$ cat src/rtl/inter_request_ctrl.sv
`default_nettype none
// ============================================================================
// Module  : inter_request_ctrl
// Brief   : Synchronises, latches and prioritises interrupt lines into one
//           interAsk/interCode request for the write-back stage.
// Revision: 1.0 - initial release
// ============================================================================
module inter_request_ctrl #(
  parameter int                   NUM_LINES   = 16,
  parameter int                   CODE_BASE   = 16,
  parameter logic [NUM_LINES-1:0] EDGE_MASK   = '1,
  parameter int                   SYNC_STAGES = 2
) (
  input  logic                 clk,
  input  logic                 rst,
  input  logic [NUM_LINES-1:0] irqLines,
  input  logic [NUM_LINES-1:0] irqEnable,
  input  logic                 askInterHandle,
  input  logic                 askRestartHandle,
  output logic                 interAsk,
  output logic [7:0]           interCode,
  output logic [NUM_LINES-1:0] pendingVec
);

  localparam int SEL_W = (NUM_LINES > 1) ? $clog2(NUM_LINES) : 1;

  typedef enum logic [1:0] {
    ST_IDLE = 2'd0,
    ST_ASK  = 2'd1,
    ST_BUSY = 2'd2
  } state_t;

  generate
    if (CODE_BASE < 16 || CODE_BASE + NUM_LINES > 256 || NUM_LINES < 1 ||
        NUM_LINES > 64 || SYNC_STAGES < 2) begin : g_param_err
      $error("inter_request_ctrl: illegal parameter combination");
    end
  endgenerate

  logic [SYNC_STAGES-1:0][NUM_LINES-1:0] r_sync;
  logic [NUM_LINES-1:0]                  r_hist;
  logic [NUM_LINES-1:0]                  r_pend;
  logic [SEL_W-1:0]                      r_sel;
  logic [7:0]                            r_code;
  logic                                  r_ask;
  state_t                                r_state;

  logic [NUM_LINES-1:0] w_s;
  logic [NUM_LINES-1:0] w_set;
  logic [NUM_LINES-1:0] w_cand;
  logic [NUM_LINES-1:0] w_clr;
  logic [SEL_W-1:0]     w_idx;
  logic                 w_any;
  logic                 w_retire;

  assign w_s = r_sync[SYNC_STAGES-1];
  // Level lines tap one stage earlier: the pending flop acts as their last
  // synchroniser stage, giving SYNC_STAGES cycles of raw-to-pending latency.
  assign w_set    = (EDGE_MASK & w_s & ~r_hist) | (~EDGE_MASK & r_sync[SYNC_STAGES-2]);
  assign w_cand   = r_pend & irqEnable;
  assign w_retire = (r_state == ST_ASK) && askInterHandle && !askRestartHandle;

  always_comb begin
    w_any = 1'b0;
    w_idx = '0;
    for (int i = NUM_LINES - 1; i >= 0; i--) begin
      if (w_cand[i]) begin
        w_any = 1'b1;
        w_idx = SEL_W'(i);
      end
    end
  end

  always_comb begin
    w_clr = '0;
    if (w_retire) begin
      w_clr[r_sel] = 1'b1;
    end
  end

  always_ff @(posedge clk or negedge rst) begin
    if (!rst) begin
      r_sync <= '0;
    end else begin
      r_sync <= {r_sync[SYNC_STAGES-2:0], irqLines};
    end
  end

  always_ff @(posedge clk or negedge rst) begin
    if (!rst) begin
      r_hist  <= '0;
      r_pend  <= '0;
      r_sel   <= '0;
      r_code  <= '0;
      r_ask   <= 1'b0;
      r_state <= ST_IDLE;
    end else if (askRestartHandle) begin
      r_hist  <= w_s;
      r_pend  <= '0;
      r_ask   <= 1'b0;
      r_state <= ST_IDLE;
    end else begin
      r_hist <= w_s;
      // Set is OR-ed after the clear so a coincident new event survives retire.
      r_pend <= (r_pend & ~w_clr) | w_set;
      unique case (r_state)
        ST_IDLE: begin
          if (w_any) begin
            r_sel   <= w_idx;
            r_code  <= 8'(CODE_BASE) + 8'(w_idx);
            r_ask   <= 1'b1;
            r_state <= ST_ASK;
          end
        end
        ST_ASK: begin
          if (askInterHandle) begin
            r_ask   <= 1'b0;
            r_state <= ST_BUSY;
          end else if (!irqEnable[r_sel]) begin
            r_ask   <= 1'b0;
            r_state <= ST_IDLE;
          end
        end
        ST_BUSY: begin
          if (!askInterHandle) begin
            r_state <= ST_IDLE;
          end
        end
        default: begin
          r_ask   <= 1'b0;
          r_state <= ST_IDLE;
        end
      endcase
    end
  end

  assign interAsk   = r_ask;
  assign interCode  = r_code;
  assign pendingVec = r_pend;

endmodule
`default_nettype wire

$ cat config.mk
export PLATFORM = sky130hd
export DESIGN_NAME = inter_request_ctrl
export DESIGN_NICKNAME = d
export VERILOG_FILES = /design/src/rtl/inter_request_ctrl.sv
export SDC_FILE = /design/constraint.sdc
export NUM_CORES = 1
export LEC_CHECK = 0
export CAP_MARGIN = 20
export CORE_MARGIN = 5
export CORE_UTILIZATION = 35
export CTS_BUF_LIST = sky130_fd_sc_hd__clkbuf_16
export CTS_CLUSTER_DIAMETER = 50
export DETAILED_ROUTE_END_ITERATION = 6
export SKIP_CTS_REPAIR_TIMING = 1
export SYNTH_ARGS = -nofsm -noshare
export SYNTH_HDL_FRONTEND = slang
export SYNTH_SLANG_ARGS = --single-unit
$ cat constraint.sdc
create_clock -name clk -period 3.23 [get_ports clk]
set_input_delay 0.646 -clock clk [delete_from_list [all_inputs] [get_ports clk]]
set_output_delay 0.646 -clock clk [all_outputs]
set_load 0.01 [all_outputs]
==> results.md, run 1 <==
- Worst R2R Setup Slack: approximately 1300 ps
- Final wirelength: just under 6000 um
- Class of the most critical setup path: flop to output pin
- Estimated wirelength of the detail-placed design: ~4300 um
- Min-Delay Path Class: flop to flop
- Largest area contributor in the netlist: dfrtp_1
- Synth top area cells: dfrtp_1, nand2b_1, a21oi_1
- Clock Skews: a little under 7 ps
- WP buf/inv: 1
- Diodes inserted: 0
- Top cells by count, synth: dfrtp_1, nand2b_1, nand2_1
- Vias in the first global route: around 1900
- Drt first-iter violations: 90
- Routed Antenna Nets: 0
- GRT Total Usage: between 10% and 20%
- Max incr delay on CP: roughly 690 ps
- First-pass GRT wire length: between 9000 and 10000 um
- Leak Pwr: 1.510 nW
- Crit path cell chain: clkdlybuf4s50_1
- Via count: ~1800
- Clock transition at path regs: about 60 ps
- IO buf count: between 50 and 60
- Crit path max-delay family: flip-flops
- Avg Inst Size Synth: about 13 um^2
- TritonCTS Sinks: just over 70
- Ys Warns: 0
- Synth Register Bits: between 70 and 80
- F_max: approximately 0.43 GHz
- Top_reg_cell synth: dfrtp_1
- Clock power share: roughly two fifths
- Worst-Margin Slew: 874.6 ps
- Non-Filler Instances: roughly 380
- CTS tree: built
- CP endpoint kind: output pin
- Clock latency at the later pin of the worst-skew pair: 330 ps
- Worst Path Required: roughly 2600 ps
- Comb power frac: 16.2%
- Area share of the largest cell type after synthesis: roughly two thirds
- Inst Count DP: about 360
- Starting Density: between 30 and 40%
- Setup TNS: 0 ps
- Slowest CP cell: dfrtp_1
- Internal: approximately 0.0018 W
- Final worst-path setup slack: 924.3 ps
- Routed len/inst: around 16 um
- Max cap viols: 0
- Crit path max fanout: 14
- Layout cells sized above 1: under 10%
- IO Count: between 60 and 70
- Status: finished, final reports clean
- Switching pwr: between 0.0006 and 0.0007 W
- Number of remaining DRC errors: 0
- Grt total ovfl: 0
- Max Slew Vio Count: 0
- Nets: approximately 310
- Post-route cell area: 3657 um^2
- Count leader, synth: dfrtp_1
- Relative slew slack: about two fifths
- Clock buffer depth: 2
- Row count: 31
- Final number of hold-violating endpoints: 0
- Dpl ws: 784.1 ps
- Post-DP Area: ~3400 um^2
- Yosys cell types: 33
- Largest net degree at the start of global routing: 41
- Die Ht: slightly below 100 um
- WP data arrival: about 1700 ps
- Drt pass-1 iters: 4
- Seq/Total Area, Yosys: 67.29%
- Power Total: between 0.002 and 0.003 W
- Switching part of the total: between 20% and 30%
- Die ar.: between 9000 and 10000 um^2
- Synthesized instance count: ~210
- Die X: roughly 97 um
- Synth-to-layout area growth: 36.59%
- Cell area after synthesis: approximately 2700 um^2
- Peak VDD IR: 0.0003748 V
- Proportion of synthesized flip-flops having asynchronous set or reset: 100.0%
- Final Wtd Congestion: between 0.8 and 0.9
- Min cycle time layout: ~2300 ps
- Htree depth: 3
- Tcrit/Tclk final: between 70% and 80%
- Initial antenna violation count: 0
- Via density: just under 5
- Root buf cell: clkbuf_16
- RSZ-0062 raised after global routing: false
- Worst setup SP type: flop
- Reg power frac: between 40% and 50%
- Final setup violation count: 0
- EDFF count, synth: 0
- Core Box Area: approximately 7400 um^2
- Power per cell area: 684.0 nW/um^2
- CTS buffer count: 9
through the flow:
| step | util [%] | hold slack (ps) |
|---|---|---|
| floorplan | - | 331.2 |
| global placement | 45.50 | 332.1 |
| detailed placement | 45.50 | 334.7 |
| CTS | 49.63 | 346.6 |
| global route | 49.63 | 351.0 |
| finish | 49.63 | 344.7 |
power groups by stage:
stage                     clock, W  sequential, W  combinational [W]
final                     0.000993        0.00110           0.000406
after global placement           0        0.00112           0.000403
after detailed placement         0        0.00112           0.000407
after floorplan                  0        0.00107           0.000246
after global routing       0.00104        0.00112           0.000446
after CTS                  0.00101        0.00110           0.000410
cell usage in the layout, fill, tap and decap left out, types with 2 or more instances in the layout:
cell             instances
dfrtp_1                 72
clkdlybuf4s50_1         56
nand2b_1                22
nand2_1                 20
a21oi_1                 18
o21ai_0                 15
a22oi_1                  9
clkbuf_16                9
o31ai_1                  4
nand3_1                  4
a22o_1                   4
nand3b_1                 3
nand4_1                  3
mux4_1                   3
conb_1                   3
nor2_1                   2
mux2i_1                  2
a31oi_1                  2
a32o_1                   2
clkinv_4                 2
registers in the layout, indices dropped and copies added, names as in the netlist:
register and count:
w_s 16, pendingVec 16, interCode 2, r_hist 16, r_sel 3, interAsk 1, r_sync 16, r_state 2
final timing paths:
| check | startpoint | endpoint | depth (start not counted) |
|---|---|---|---|
| max | r_sel[1] | interCode[1] | 1 |
| min | r_sync[4] | w_s[4] | 0 |
| max reg2reg | r_sel[1] | interAsk | 5 |
| min reg2reg | r_sync[4] | w_s[4] | 0 |
| max in group asynchronous | rst | pendingVec[8] | 2 |
| min in group asynchronous | rst | r_sync[1] | 1 |
kinds of logic (layout without fill, tap and decap cells):
kind of cell | Yosys count | count (layout) | synth area share (%)
buffers and inverters | 8 | 75 | 1.822
AO/OA/AOI/OAI | 58 | 58 | 13.36
multiplexers | 6 | 6 | 4.533
other | 1 | 3 | 0.1401
flip-flops | 72 | 72 | 67.29
AND/OR/NAND/NOR | 61 | 61 | 12.52
XOR/XNOR | 1 | 1 | 0.3272
layout make-up:
| cell class | instances | area [um^2] |
|---|---|---|
| Clock buffer | 9 | 225.2 |
| Clock inverter | 7 | 78.83 |
| Fill cell | 655 | 3712 |
| Multi-Input combinational cell | 129 | 834.6 |
| Sequential cell | 72 | 1802 |
| Tap cell | 99 | 123.9 |
| Timing Repair Buffer | 59 | 593.1 |
routing by layer:
| layer | share of wire (%) | GRT usage (%) | up-vias | routed length, um |
|---|---|---|---|---|
| met5 | 0 | 0 | - | 0 |
| met4 | 2.2 | 5.644 | 0 | 128 |
| met3 | 6.0 | 4.379 | 10 | 349 |
| met2 | 50 | 21.35 | 67 | 2892 |
| li1 | - | - | 875 | - |
| met1 | 42 | 15.46 | 879 | 2470 |
No activity file was read; power rests on OpenSTA's default activity.
==> run 2, diff against run 1 <==
Clock period 3.23 ns to 1.8 ns, I/O delays scaled along.
==> run 2 against run 1 <==
Compared with the run above:
- clock skew down 4.4 ps
- sequential power up 75%
- core utilization up 2.0 points
- sequential share of layout area down 1.8 points
- cell area up 4.0%
- worst hold slack about the same
- non-clock buffer count up 19
- first-iteration DRC count down 37%
==> results.md, run 2 (same netlist as run 1, synthesis figures left out) <==
- Min cycle time layout: approximately 1700 ps
- Vias in the first global route: around 1900
- Die ar.: roughly 9500 um^2
- Final Hold Slack: 344.8 ps
- RR Endpoint: interAsk
- Crit path max fanout: 7
- R2R depth: 6
- Via count: approximately 1900
- Routed Antenna Nets: 0
- Drt pass-1 iters: 4
- Most common cell after layout, fill and taps aside: dfrtp_1
- WP buf/inv: 1
- Min-Delay Path Class: flop to flop
- Row count: 31
- Nets: approximately 330
- Clock transition at path regs: 50 ps
- Max Slew Vio Count: 0
- Final number of hold-violating endpoints: 0
- Starting Density: 36.33%
- WP depth: 1
- Grt met3 use: 5.025%
- Clock Skews: 2.446 ps
- CP endpoint: interCode[0]
- Met2 Usage GRT: a little over a fifth
- Post-DP Area: about 3500 um^2
- Final setup violation count: 0
- WP data arrival: between 1000 and 1500 ps
- Worst R2R Setup Slack: approximately 100 ps
- Diodes inserted: 0
- Clock latency at the later pin of the worst-skew pair: 320 ps
- Core Box Area: approximately 7400 um^2
- CTS buffer count: 9
- Reg2Reg Launch Point: r_sel[1]
- Hold Startpoint: r_sync[13]
- Root buf cell: clkbuf_16
- GRT Total Usage: around an eighth
- Post-route cell area: 3804 um^2
- Clock buffer depth: 2
- CTS tree: built
- Worst setup SP type: flop
- Status: finished, final reports clean
- IO Count: 61
- F_max: around 0.58 GHz
- Htree depth: 3
- Filler cells: around 650
- GR Layer Usage met1: 15.61%
- Final Wtd Congestion: 0.8030
- Max cap viols: 0
- Slowest CP cell: clkdlybuf4s50_1
- Estimated wirelength of the detail-placed design: about 4400 um
- Die Ht: just under 100 um
- IO buf count: 57
- Class of the most critical setup path: flop to output pin
- Via density: 4.751
- GRT Max-Usage Layer: met2
- TritonCTS Sinks: 72
- Tcrit/Tclk final: between 90% and 100%
- Peak VDD IR: between 0.0009 and 0.001 V
- Crit path max-delay family: buffers and inverters
- Grt total ovfl: 0
- Max incr delay on CP: 570 ps
- Crit path cell chain: clkdlybuf4s50_1
- Initial antenna violation count: 0
- Leak Pwr: around 1.6 nW
- Routed len/inst: 14.96 um
- Final wirelength: about 6000 um
- Layout cells sized above 1: 13.95%
- Die X: 97.47 um
- Largest net degree at the start of global routing: 61
- CP endpoint kind: output pin
- Number of remaining DRC errors: 0
- Critical Path Start: r_sel[0]
- First-pass GRT wire length: a little under 10000 um
- Worst Path Required: 1440 ps
- Power per cell area: about 1200 nW/um^2
- Synth-to-layout area growth: 42.06%
- Commonest cells after routing, fill and taps aside: dfrtp_1, clkdlybuf4s50_1, nand2b_1, nand2_1
- Drt first-iter violations: 57
-- run 2: cell count changes in the layout (fill, tap and decap cells not counted), sizes merged --
cell,change
buf,+18
clkinv,-2
clkdlybuf4s50,-1
clkinvlp,+1
dlygate4sd3,+1
dlymetal6s2s,+1
-- run 2: worst register-to-register path, cell delays in order, from the launching register on --
cell and delay [ps]:
dfrtp_2 420, buf_12 130, mux4_1 570, mux2i_1 150, o22ai_1 120, o21ai_1 140, nand2_1 60
-- run 2: area by class of cell --
type                    instances  area, um^2  share of cell area (%)
clock inverters                 6       61.31                   1.612
flip-flops and latches         72        1805                   47.47
clock buffers                   9       225.2                   5.921
multi-input cells             129       834.6                   21.94
repair buffers                 78       753.2                   19.80
well taps                      99       123.9                   3.257
-- run 2: stage by stage --
stage               total power (W)  instances  setup WS [ps]  TNS [ps]  util (%)
floorplan                  0.002360        209          186.8         0         -
global placement           0.002838        375         -163.3    -611.7     47.13
detailed placement         0.002853        375         -204.2    -867.6     47.13
CTS                        0.004557        390         -211.0    -342.5     51.02
global route               0.004790        393        -0.8313   -0.8313     51.61
finish                     0.004561        393          87.35         0     51.61
-- run 2: power breakdown --
group / internal, W / leakage [nW] / switching [W] / total, W
clock: 0.00106 / 0.137 / 0.000621 / 0.00168
combinational: 0.000555 / 0.604 / 0.000409 / 0.000964
sequential: 0.00177 / 0.863 / 0.000153 / 0.00192
-- run 2: routing by layer --
layer | vias to the layer above | wire [um]
met4 | 0 | 86
met3 | 6 | 381
met5 | - | 0
li1 | 905 | -
met2 | 52 | 2910
met1 | 904 | 2501
-- run 2: worst min-delay path by stage --
stage / to / slack [ps] / cells after the start
3_5_place_dp: r_sync[1] / 260 / 1
2_1_floorplan: interAsk / 60 / 0
6_report: w_s[13] / 340 / 0
4_1_cts: r_sync[1] / -90 / 1
3_3_place_gp: r_sync[1] / 260 / 1
5_1_grt: w_s[8] / 350 / 0
==> run 3, diff against run 2 <==
Settings changed: SLEW_MARGIN set to 20.
==> results of run 3 <==
Same layout as run 2: the final DEF is identical, and so are final timing and power.
